[config.mk]
export PLATFORM = sky130hd
export DESIGN_NAME = systolic_mac_pe
export DESIGN_NICKNAME = d
export VERILOG_FILES = /design/src/rtl/pe_pkg.sv /design/src/rtl/pe_normalize.sv /design/src/rtl/systolic_mac_pe.sv
export SDC_FILE = /design/constraint.sdc
export NUM_CORES = 1
export LEC_CHECK = 0
export BUFFER_PORTS_ARGS = -buffer_cell sky130_fd_sc_hd__buf_4
export CORE_MARGIN = 4
export CORE_UTILIZATION = 58
export CTS_BUF_LIST = sky130_fd_sc_hd__clkbuf_4
export DETAILED_ROUTE_END_ITERATION = 7
export PLACE_DENSITY = 0.91
export SETUP_SLACK_MARGIN = 0.02
export SKIP_LAST_GASP = 1
export SYNTH_ARGS = -nofsm -noshare
export SYNTH_HDL_FRONTEND = slang
export SYNTH_SLANG_ARGS = --single-unit
export TNS_END_PERCENT = 30
[constraint.sdc]
create_clock -name clk -period 4 [get_ports clk]
set_input_delay 0.4 -clock clk [delete_from_list [all_inputs] [get_ports clk]]
set_output_delay 0.4 -clock clk [all_outputs]
set_load 0.1 [all_outputs]
[src/rtl/pe_pkg.sv]
// Shared widths and arithmetic helpers for the systolic MAC processing element.
package pe_pkg;

  localparam int unsigned DefDataW     = 8;
  localparam int unsigned DefAccW      = 24;
  localparam int unsigned DefFracShift = 4;
  localparam int unsigned PROD_W       = 2 * DefDataW;

  // Helpers work at a fixed wide width so callers can pass any ACC_W up to WideW-2.
  localparam int unsigned WideW = 64;
  typedef logic signed [WideW-1:0] wide_t;

  function automatic wide_t sat_signed(wide_t value, int unsigned width);
    wide_t max_v;
    wide_t min_v;
    max_v = (wide_t'(1) <<< (width - 1)) - wide_t'(1);
    min_v = -max_v - wide_t'(1);
    if (value > max_v) begin
      return max_v;
    end else if (value < min_v) begin
      return min_v;
    end
    return value;
  endfunction

  // Round half up, then arithmetic shift right.
  function automatic wide_t round_shift(wide_t value, int unsigned shift);
    if (shift == 0) begin
      return value;
    end
    return (value + (wide_t'(1) <<< (shift - 1))) >>> shift;
  endfunction

endpackage

[src/rtl/pe_normalize.sv]
// Rounds and shifts the accumulator down to DATA_W, clamping and flagging overflow.
module pe_normalize
  import pe_pkg::*;
#(
  parameter int unsigned ACC_W      = DefAccW,
  parameter int unsigned DATA_W     = DefDataW,
  parameter int unsigned FRAC_SHIFT = DefFracShift
) (
  input  logic signed [ACC_W-1:0]  acc_i,
  output logic signed [DATA_W-1:0] y_o,
  output logic                     sat_o
);

  wide_t shifted;
  wide_t clamped;

  always_comb begin
    shifted = round_shift(wide_t'(acc_i), FRAC_SHIFT);
    clamped = sat_signed(shifted, DATA_W);
    y_o     = clamped[DATA_W-1:0];
    sat_o   = (clamped != shifted);
  end

endmodule

[src/rtl/systolic_mac_pe.sv]
// Output-stationary systolic PE: forwards operands one hop per cycle and accumulates
// framed signed dot products into one normalised, saturated result each.
module systolic_mac_pe
  import pe_pkg::*;
#(
  parameter int unsigned DATA_W     = DefDataW,
  parameter int unsigned ACC_W      = DefAccW,
  parameter int unsigned FRAC_SHIFT = DefFracShift
) (
  input  logic                     clk,
  input  logic                     reset,
  input  logic signed [DATA_W-1:0] in_a,
  input  logic signed [DATA_W-1:0] in_b,
  input  logic                     in_valid,
  input  logic                     in_first,
  input  logic                     in_last,
  output logic signed [DATA_W-1:0] out_a,
  output logic signed [DATA_W-1:0] out_b,
  output logic                     out_valid,
  output logic                     out_first,
  output logic                     out_last,
  output logic signed [DATA_W-1:0] result,
  output logic                     result_vld,
  output logic                     result_sat
);

  localparam int unsigned ProdW = 2 * DATA_W;

  if (ACC_W < ProdW) begin : g_acc_w_check
    $error("ACC_W must be at least 2*DATA_W");
  end
  if (FRAC_SHIFT >= ACC_W) begin : g_shift_check
    $error("FRAC_SHIFT must be below ACC_W");
  end
  if (ACC_W > WideW - 2) begin : g_wide_check
    $error("ACC_W exceeds helper arithmetic width");
  end

  // Forward path
  logic signed [DATA_W-1:0] a_q, b_q;
  logic                     vld_q, first_q, last_q;

  // Stage 1
  logic signed [ProdW-1:0] prod_d, prod_q;
  logic                    p_vld_q, p_first_q, p_last_q;

  // Stage 2 / result
  logic signed [ACC_W-1:0]  acc_q, acc_d, acc_next, prod_ext, acc_sat;
  logic signed [ACC_W:0]    sum;
  wide_t                    sum_sat_w;
  logic                     clamp, sticky_q, sticky_d, sticky_next;
  logic signed [DATA_W-1:0] norm_y, result_q, result_d;
  logic                     norm_sat, result_vld_q, result_vld_d, result_sat_q, result_sat_d;

  assign prod_d = ProdW'(in_a) * ProdW'(in_b);

  always_comb begin
    prod_ext    = ACC_W'(prod_q);
    sum         = (ACC_W + 1)'(acc_q) + (ACC_W + 1)'(prod_q);
    sum_sat_w   = sat_signed(wide_t'(sum), ACC_W);
    acc_sat     = sum_sat_w[ACC_W-1:0];
    clamp       = !p_first_q && (sum_sat_w != wide_t'(sum));
    acc_next    = p_first_q ? prod_ext : acc_sat;
    sticky_next = (p_first_q ? 1'b0 : sticky_q) | clamp;
  end

  pe_normalize #(
    .ACC_W      (ACC_W),
    .DATA_W     (DATA_W),
    .FRAC_SHIFT (FRAC_SHIFT)
  ) u_norm (
    .acc_i (acc_next),
    .y_o   (norm_y),
    .sat_o (norm_sat)
  );

  always_comb begin
    acc_d        = acc_q;
    sticky_d     = sticky_q;
    result_d     = result_q;
    result_sat_d = result_sat_q;
    result_vld_d = 1'b0;
    if (p_vld_q) begin
      acc_d    = acc_next;
      sticky_d = sticky_next;
      if (p_last_q) begin
        result_d     = norm_y;
        result_sat_d = sticky_next | norm_sat;
        result_vld_d = 1'b1;
      end
    end
  end

  always_ff @(posedge clk or negedge reset) begin
    if (!reset) begin
      a_q          <= '0;
      b_q          <= '0;
      vld_q        <= 1'b0;
      first_q      <= 1'b0;
      last_q       <= 1'b0;
      prod_q       <= '0;
      p_vld_q      <= 1'b0;
      p_first_q    <= 1'b0;
      p_last_q     <= 1'b0;
      acc_q        <= '0;
      sticky_q     <= 1'b0;
      result_q     <= '0;
      result_vld_q <= 1'b0;
      result_sat_q <= 1'b0;
    end else begin
      a_q          <= in_a;
      b_q          <= in_b;
      vld_q        <= in_valid;
      first_q      <= in_valid & in_first;
      last_q       <= in_valid & in_last;
      prod_q       <= prod_d;
      p_vld_q      <= in_valid;
      p_first_q    <= in_valid & in_first;
      p_last_q     <= in_valid & in_last;
      acc_q        <= acc_d;
      sticky_q     <= sticky_d;
      result_q     <= result_d;
      result_vld_q <= result_vld_d;
      result_sat_q <= result_sat_d;
    end
  end

  assign out_a      = a_q;
  assign out_b      = b_q;
  assign out_valid  = vld_q;
  assign out_first  = first_q;
  assign out_last   = last_q;
  assign result     = result_q;
  assign result_vld = result_vld_q;
  assign result_sat = result_sat_q;

endmodule

==> impl_metrics.tcl <==
set metrics [dict create \
    clockBufferDepth 2 \
    crit_family "simple AND/OR/NAND/NOR gates" \
    ys.flop_type "dfrtp_1" \
    critPathLaunchType "flip-flop" \
    synth-async-reset-ratio_pct 100 \
    critPathKind "flip-flop to flip-flop" \
    finalNetCount 1207 \
    setup-tns-final_ns -1.53 \
    synth-edff-count 0 \
    yosys_warnings 0 \
    cts_hold_repair.buffers 0 \
    yosys.cell_types.count 85 \
    period_needed_ns 4.21 \
    numCtsBuffers 9 \
    critical-path-slowest-cell "dfrtp_2" \
    cp.required_ns 4.36 \
    path_clk_slew_ns 0.15 \
    cp.arrival_ns 4.57 \
    start_util_pct 60.1 \
    ys_seq_area_share_pct 22.7 \
    fin_skew_ns 0.0291 \
    rows 41 \
    netlist_instances 855 \
    area_growth_pct 32.4 \
    root_buffer "clkbuf_4" \
    synth.most_common_cell "inv_1" \
    drtPass1Iterations 6 \
    r2r_end "result[0]$_DFFE_PN0P_" \
    drive_gt1_share_pct 34.6 \
    grt_pass1_vias 7906 \
    dp.final_hpwl_um 17500 \
    synthTopCellsByArea "dfrtp_1 (23%), fa_1 (15%), ha_1 (8.8%)" \
    cap_violations 0 \
    vias 7734 \
    violations "setup timing" \
    cts_tree "done" \
    rsz0062_at_grt "true" \
    rrSetupSlack_ns -0.21 \
    nFillCells 723 \
    synth_area_um2 7710 \
    finalWirelength_um 23500 \
    drc 0 \
    io_pins 50 \
    synth.avg_cell_area_um2 9.02 \
    crit_top_cell "buf_6" \
    gp_congestion 0.962 \
    worstSkewPairLatency_ns 0.48 \
    r2r_start "prod_q[15]$_DFF_PN0_" \
    path_max_fanout 7 \
    core_um2 12800 \
    die_area_um2 15200 \
    vias_per_cell 6.17 \
    wl_per_cell_um 18.7 \
    holdCritPathClass "input port to async pin" \
    slew_violations 0 \
    reg2reg_depth 17 \
    die_w_um 123 \
    path_buf_inv 4 \
    slew_headroom_pct 39.1 \
    worstPathCellList "buf_6, ha_4, and4_4, nand3_4, buf_6, a211o_1, and2_4, buf_8, a2111oi_4, nor2_2, or3_4, o31a_1, a311oi_2, nand4_1, buf_4, nor3_4, o21ai_1" \
    critPathMaxStageDelay_ns 0.53 \
    first_iter_violations 726 \
    fin_ws_ns -0.208 \
    tightest_slew_ns 0.914 \
    finalSetupViolations 8 \
    synth_top_area_cell "dfrtp_1" \
    gr-total-overflow 0 \
    track_usage_pct 31.6 \
    synthTopCellsByCount "inv_1 (74), dfrtp_1 (70), nand2_1 (67), a21oi_1 (62), fa_1 (56)" \
    antenna_found_initial 1 \
    max_freq_mhz 238 \
    htreeDepth 3 \
    yosysTopAreaCellShare_pct 22.7 \
    finalHoldViolations 0 \
    synth-seq-cells 70 \
    grt_max_degree 71 \
    cts_sinks 70 \
    status "finished, violations left" \
    grt_pass1_wl_um 37900 \
    numPortBuffers 49 \
    syn_nets 986 \
    dieHeight_um 123 \
    fin_crit_sh_pct 105 \
    ant_nets 0 \
    critPathCaptureType "flip-flop" \
]
## metal layers
metal / GRT usage [%] / vias to the layer above / share of wire (%)
met4: 17.0 / 0 / 5.9
met2: 56.0 / 441 / 50
met3: 5.40 / 144 / 7.5
met1: 36.3 / 3669 / 36
met5: 0 / - / 0
li1: - / 3480 / -
## cell usage in the layout (no fill, tap or decap), types with 16 or more instances in the layout
cell type and instances:
a21oi_1 51, and2_1 43, buf_4 235, dfrtp_1 68
fa_1 55, ha_1 42, inv_1 73, mux2_2 16
nand2_1 64, nor2_1 48, o21ai_0 32, xnor2_1 29
## sequential cells by signal, summed over array words and instances (netlist names), 8 cells and up
name,count
result,8
out_b,8
acc_q,24
out_a,8
prod_q,16
## cell type report
type	instances	area, µm²	share of cell area (%)
clock buffers	9	67.6	0.662
diodes	1	2.50	0.0245
well taps	172	215	2.11
flip-flops and latches	70	1760	17.2
multi-input cells	675	5910	57.9
clock inverters	7	81.3	0.796
repair buffers	246	1900	18.6
inverters	74	278	2.72
## worst max-delay path by stage
stage / depth (start not counted) / slack, ns / endpoint / from
floorplan: 19 / -0.06 / prod_q[15]$_DFF_PN0_ / in_b[0]
finish: 17 / -0.21 / result[0]$_DFFE_PN0P_ / prod_q[15]$_DFF_PN0_
CTS: 20 / -0.09 / result_sat$_DFFE_PN0P_ / prod_q[15]$_DFF_PN0_
detailed placement: 22 / -0.47 / prod_q[14]$_DFF_PN0_ / in_b[0]
global route: 18 / -0.41 / result[6]$_DFFE_PN0P_ / prod_q[12]$_DFF_PN0_
global placement: 22 / -0.27 / prod_q[14]$_DFF_PN0_ / in_b[0]
## stage by stage
stage	area, µm²	cells	utilization, %	setup WS [ns]	hold slack (ns)
finish	10200	1254	79.6	-0.208	0.0110
global route	10200	1254	79.6	-0.407	0.0284
CTS	10100	1248	78.6	-0.0950	0.0162
detailed placement	9540	1216	74.4	-0.473	0.474
global placement	9540	1216	74.4	-0.267	0.464
floorplan	7820	855	-	-0.0551	0.104
## cells by family (layout without fill, tap and decap cells)
group                      Yosys count  after routing  share of synthesized area (%)
xor gates and xnor gates            41             41                           4.66
and+or+nand+nor                    255            255                           17.6
other                                0              1                              0
adders and majority gates          112            112                           23.6
DFF                                 70             70                           22.7
AOI/OAI and AO/OA                  246            246                           22.3
buffers and inverters              110            336                           6.18
muxes                               21             21                           2.98
## what timing repair did
item | 4_1_cts | 5_1_grt
resized for setup | 52 | 20
setup buffers | 16 | 5
pin swaps | 25 | 16
setup endpoints to repair | 9 | 11
gates cloned | 0 | 0
Power is not shown: default switching activity piles up to over one toggle a cycle in this logic, so the estimate is an artifact.
